**config.mk**
```make
export PLATFORM = sky130hd
export DESIGN_NAME = mul_issue_ctrl
export DESIGN_NICKNAME = d
export VERILOG_FILES = /design/src/rtl/mul_issue_ctrl.sv
export SDC_FILE = /design/constraint.sdc
export NUM_CORES = 1
export LEC_CHECK = 0
export CORE_MARGIN = 2
export CORE_UTILIZATION = 53
export CTS_BUF_LIST = sky130_fd_sc_hd__clkbuf_8 sky130_fd_sc_hd__clkbuf_16
export DETAILED_ROUTE_END_ITERATION = 8
export PLACE_DENSITY = 0.86
export SLEW_MARGIN = 5
export SYNTH_ARGS = -nofsm -noshare
export SYNTH_HDL_FRONTEND = slang
export SYNTH_SLANG_ARGS = --single-unit
```
**constraint.sdc**
```tcl
create_clock -name clk -period 6.4 [get_ports clk]
set_clock_uncertainty 0.2 [all_clocks]
set_input_delay 1.6 -clock clk [delete_from_list [all_inputs] [get_ports clk]]
set_output_delay 1.6 -clock clk [all_outputs]
set_load 0.05 [all_outputs]
```
**src/rtl/mul_issue_ctrl.sv**
```systemverilog
// Issue sequencer for the Booth multiplier: buffers operand pairs, runs one
// multiply at a time over start/done, and returns tagged products with a timeout watchdog.
module mul_issue_ctrl #(
   parameter int unsigned WIDTH         = 16,
   parameter int unsigned TAG_W         = 4,
   parameter int unsigned DEPTH         = 2,
   parameter int unsigned CAPTURE_DELAY = 1,
   parameter int unsigned TIMEOUT       = 64
) (
   input  logic                 clk,
   input  logic                 rst_n,
   input  logic                 in_valid,
   output logic                 in_ready,
   input  logic [WIDTH-1:0]     in_multiplicand,
   input  logic [WIDTH-1:0]     in_multiplier,
   input  logic [TAG_W-1:0]     in_tag,
   output logic                 out_valid,
   input  logic                 out_ready,
   output logic [2*WIDTH-1:0]   out_product,
   output logic [TAG_W-1:0]     out_tag,
   output logic                 out_error,
   output logic                 mul_start,
   output logic [WIDTH-1:0]     mul_multiplicand,
   output logic [WIDTH-1:0]     mul_multiplier,
   input  logic                 mul_done,
   input  logic [2*WIDTH-1:0]   mul_product,
   output logic                 busy
);

   localparam int unsigned AW      = $clog2(DEPTH);
   localparam int unsigned PTR_W   = AW + 1;
   localparam int unsigned ENTRY_W = TAG_W + 2 * WIDTH;
   localparam int unsigned WD_W    = $clog2(TIMEOUT) + 1;

   typedef enum logic [2:0] {IDLE, START, WAIT, CAPT, RESP} state_t;

   logic [ENTRY_W-1:0] mem [DEPTH];
   logic [PTR_W-1:0]   wr_ptr;
   logic [PTR_W-1:0]   rd_ptr;
   logic               empty;
   logic               full;
   logic               push;
   logic               pop;
   logic [ENTRY_W-1:0] head;

   state_t             state;
   state_t             state_nxt;
   logic [WD_W-1:0]    wdog;
   logic [TAG_W-1:0]   tag_q;
   logic               resp_load;
   logic               timeout_hit;

   // Extra pointer MSB distinguishes full from empty when the indices match
   assign empty    = (wr_ptr == rd_ptr);
   assign full     = (wr_ptr[AW] != rd_ptr[AW]) && (wr_ptr[AW-1:0] == rd_ptr[AW-1:0]);
   assign in_ready = !full;
   assign push     = in_valid && !full;
   assign head     = mem[rd_ptr[AW-1:0]];
   assign busy     = !empty || (state != IDLE);

   // FIFO storage needs no reset; validity is tracked by the pointers
   always_ff @(posedge clk) begin
      if (push) mem[wr_ptr[AW-1:0]] <= {in_tag, in_multiplicand, in_multiplier};
   end

   always_ff @(posedge clk or negedge rst_n) begin
      if (!rst_n) begin
         wr_ptr <= '0;
         rd_ptr <= '0;
      end else begin
         if (push) wr_ptr <= wr_ptr + PTR_W'(1);
         if (pop)  rd_ptr <= rd_ptr + PTR_W'(1);
      end
   end

   // Next-state and pop/capture decisions
   always_comb begin
      state_nxt   = state;
      pop         = 1'b0;
      resp_load   = 1'b0;
      timeout_hit = 1'b0;
      case (state)
         IDLE: begin
            if (!empty) begin
               pop       = 1'b1;
               state_nxt = START;
            end
         end
         START: state_nxt = WAIT;
         WAIT: begin
            if (mul_done) begin
               if (CAPTURE_DELAY == 0) begin
                  state_nxt = RESP;
                  resp_load = 1'b1;
               end else begin
                  state_nxt = CAPT;
               end
            end else if (wdog == WD_W'(TIMEOUT - 1)) begin
               state_nxt   = RESP;
               resp_load   = 1'b1;
               timeout_hit = 1'b1;
            end
         end
         CAPT: begin
            state_nxt = RESP;
            resp_load = 1'b1;
         end
         RESP: begin
            if (out_ready) begin
               if (!empty) begin
                  pop       = 1'b1;
                  state_nxt = START;
               end else begin
                  state_nxt = IDLE;
               end
            end
         end
         default: state_nxt = IDLE;
      endcase
   end

   always_ff @(posedge clk or negedge rst_n) begin
      if (!rst_n) begin
         state            <= IDLE;
         mul_start        <= 1'b0;
         out_valid        <= 1'b0;
         mul_multiplicand <= '0;
         mul_multiplier   <= '0;
         tag_q            <= '0;
         wdog             <= '0;
         out_product      <= '0;
         out_tag          <= '0;
         out_error        <= 1'b0;
      end else begin
         state     <= state_nxt;
         mul_start <= (state_nxt == START);
         out_valid <= (state_nxt == RESP);
         if (pop) {tag_q, mul_multiplicand, mul_multiplier} <= head;
         if (state == START)     wdog <= '0;
         else if (state == WAIT) wdog <= wdog + WD_W'(1);
         // Result registers only change on RESP entry, so they hold under backpressure
         if (resp_load) begin
            out_tag     <= tag_q;
            out_error   <= timeout_hit;
            out_product <= timeout_hit ? '0 : mul_product;
         end
      end
   end

endmodule

```
==> metrics <==
Seq. cell area=0.00439 mm²; Seq/Total Area, Yosys=0.723; Reg2Reg Setup Slack=3510 ps; Most used DFF post-synth=dfrtp_1; via count=3528; PwrDens=615 mW/mm²; slew margin rel.=0.180; DRC errors left=0; synth unique cells=45; Design Power=5.04 mW; detailed-routed wire length on met2=5860 µm; gpl congestion=0.815; ANT nets after route=0; clock sinks=161; pin count of the biggest net entering global routing=90; fmax=221 MHz; initial antenna violation count=0; layout cells sized above 1=0.223; synth cell count leaders=dfrtp_1, edfxtp_1, mux2_2; Final Cycle Share=0.708; Worst-path clk slew=60 ps; DRT iter0 DRCs=183; setup TNS=0 ps; CP max FO=39; ranking of synthesized cells by area=dfrtp_1, edfxtp_1, mux2_2, a22o_1, mux2_4; core area=0.0113 mm²; WP data required=4600 ps; cells along the critical path=xnor2_1 -> nand4b_1 -> clkdlybuf4s50_1; drt first pass iters=6; H-tree levels=4; met1 WL=5340 µm; Syn Area/Cell=17.5 µm²; die height=111 µm; die outline width=111 µm; Post-CTS Setup Repair Bufs=0; CP startpoint kind=register; RSZ-0062 raised after global routing=false; global-route wire length before repair=19500 µm; synth warn=0; Final #Nets=569; Final Critical Period=4530 ps; CP bufs+invs=1; Worst R2R Path Depth=3; Crit. path cell count=3; vias in the first global route=3787; vias per cell=5.43; filler instances=710; worst r2r src=rd_ptr[0]$_DFFE_PN0P_; Post-DP HPWL=7610 µm; cell family contributing the most delay on the critical path=flip-flops; Slowest-stage cell, CP=dfrtp_2; Num CTS Buffers=17; CTS tree=yes; Top Metal Used=met4; dpl ws=2280 ps; Placed Instances=619; area of the multi-input gates=0.00158 mm²; largest area contributor in the netlist=dfrtp_1; Initial Util=0.536; final hold vios=0; Crit Path Class=reg -> out; Worst path max stage delay=970 ps; #FFs+latches synth=161; setup slack after layout=1870 ps; drt wl/cell=18.5 µm; WHS Path Cells=1; DIE AREA=0.0123 mm²; post-synth top area share=0.367; Syn Nets=421; worst hold path class=reg -> reg; Syn Inst Count=347; hold slack=285 ps; aggregate global-route resource usage=0.201; status=finished, final reports clean; VDD IR-drop max=0.000392 V; CTS root buf=clkbuf_16; final wirelength=12000 µm; Final setup viols=0; global route overflow=0; row count=39; worst-margin pin slew=1230 ps; most frequent cell after synthesis=dfrtp_1; Arr. time, crit path=2730 ps; max-slew violations=0; fin cells=650; maximum root-to-sink buffer count=2; Post-synth EDFFs=72; FFs w/ async S/R, synth=0.553; I/O Buffers=145; Cell Area, Synth=0.00607 mm²; # diodes=0; Pleak=3.25 nW; CTS Hold Buffers Added=0; Worst Hold Path EP=out_tag[1]$_DFFE_PN0P_; HP Start=tag_q[1]$_DFFE_PN0P_; synth-to-layout area growth=35.2%; Post-CTS Resized=0; Max-Cap Viols=0; clock latency at the later pin of the worst-skew pair=410 ps; I/O pin cnt=146; crit end category=output port; worst flop-to-flop path endpoint=mem[0][9]$_DFFE_PP_; met3 wire len=738 µm
==> stage by stage <==
stage          utilization  cell area, µm²
2_1_floorplan            -            6070
3_3_place_gp         0.674            7630
3_5_place_dp         0.674            7630
4_1_cts              0.725            8210
5_1_grt              0.725            8210
6_report             0.725            8210
==> worst max-delay path by stage <==
stage	to	start
finish	busy	rd_ptr[0]$_DFFE_PN0P_
global route	busy	rd_ptr[0]$_DFFE_PN0P_
CTS	busy	rd_ptr[0]$_DFFE_PN0P_
detailed placement	busy	rd_ptr[0]$_DFFE_PN0P_
global placement	busy	rd_ptr[0]$_DFFE_PN0P_
floorplan	mem[0][0]$_DFFE_PP_	in_valid
==> where the power goes <==
part / leakage [nW] / internal (mW) / switching [mW] / total (mW)
Clock: 0.292 / 0.604 / 0.372 / 0.975
Combinational: 1.20 / 0.945 / 1.37 / 2.31
Sequential: 1.76 / 1.51 / 0.241 / 1.75
==> metal layers <==
layer,vias up,global-route usage
met3,7,0.0552
li1,1607,-
met4,0,0.0535
met2,135,0.325
met1,1779,0.275
met5,-,0
==> final cells by class <==
cell class              count  area share
flip-flops and latches    161       0.535
inverters                   5     0.00229
clock inverters            14      0.0184
repair buffers            147       0.178
multi-input cells         163       0.192
clock buffers              17      0.0518
well taps                 143      0.0218
==> cell families after synthesis <==
group,count (synthesis),share of synthesized area
DFF,161,0.723
muxes,78,0.149
AOI/OAI and AO/OA,48,0.0641
and+or+nand+nor,29,0.0301
buffers and inverters,23,0.0220
xor gates and xnor gates,7,0.0101
adders and majority gates,1,0.00206
==> cells in the final DEF (no fill, tap or decap), types with 2 or more instances in the layout <==
cell type	n
mux2_4	7
xor2_1	2
xnor2_1	5
bufinv_16	3
inv_1	7
or3_1	2
a22o_1	32
o21ai_0	4
o31ai_1	2
edfxtp_1	72
o211ai_1	2
mux2i_1	2
a21oi_1	3
buf_4	3
clkinv_4	2
mux2_1	2
clkbuf_16	17
dfrtp_1	88
clkinv_2	5
nand2_1	5
nand3_1	6
mux2_2	67
clkdlybuf4s50_1	144
==> registers in the layout, summed over array words and instances, names as in the netlist <==
| name | flops |
|---|---|
| mem | 72 |
| mul_multiplicand | 16 |
| mul_multiplier | 16 |
| mul_start | 1 |
| out_error | 1 |
| out_product | 32 |
| out_tag | 4 |
| out_valid | 1 |
| rd_ptr | 2 |
| state | 3 |
| tag_q | 4 |
| wdog | 7 |
| wr_ptr | 2 |
(Power assumes the default switching activity.)
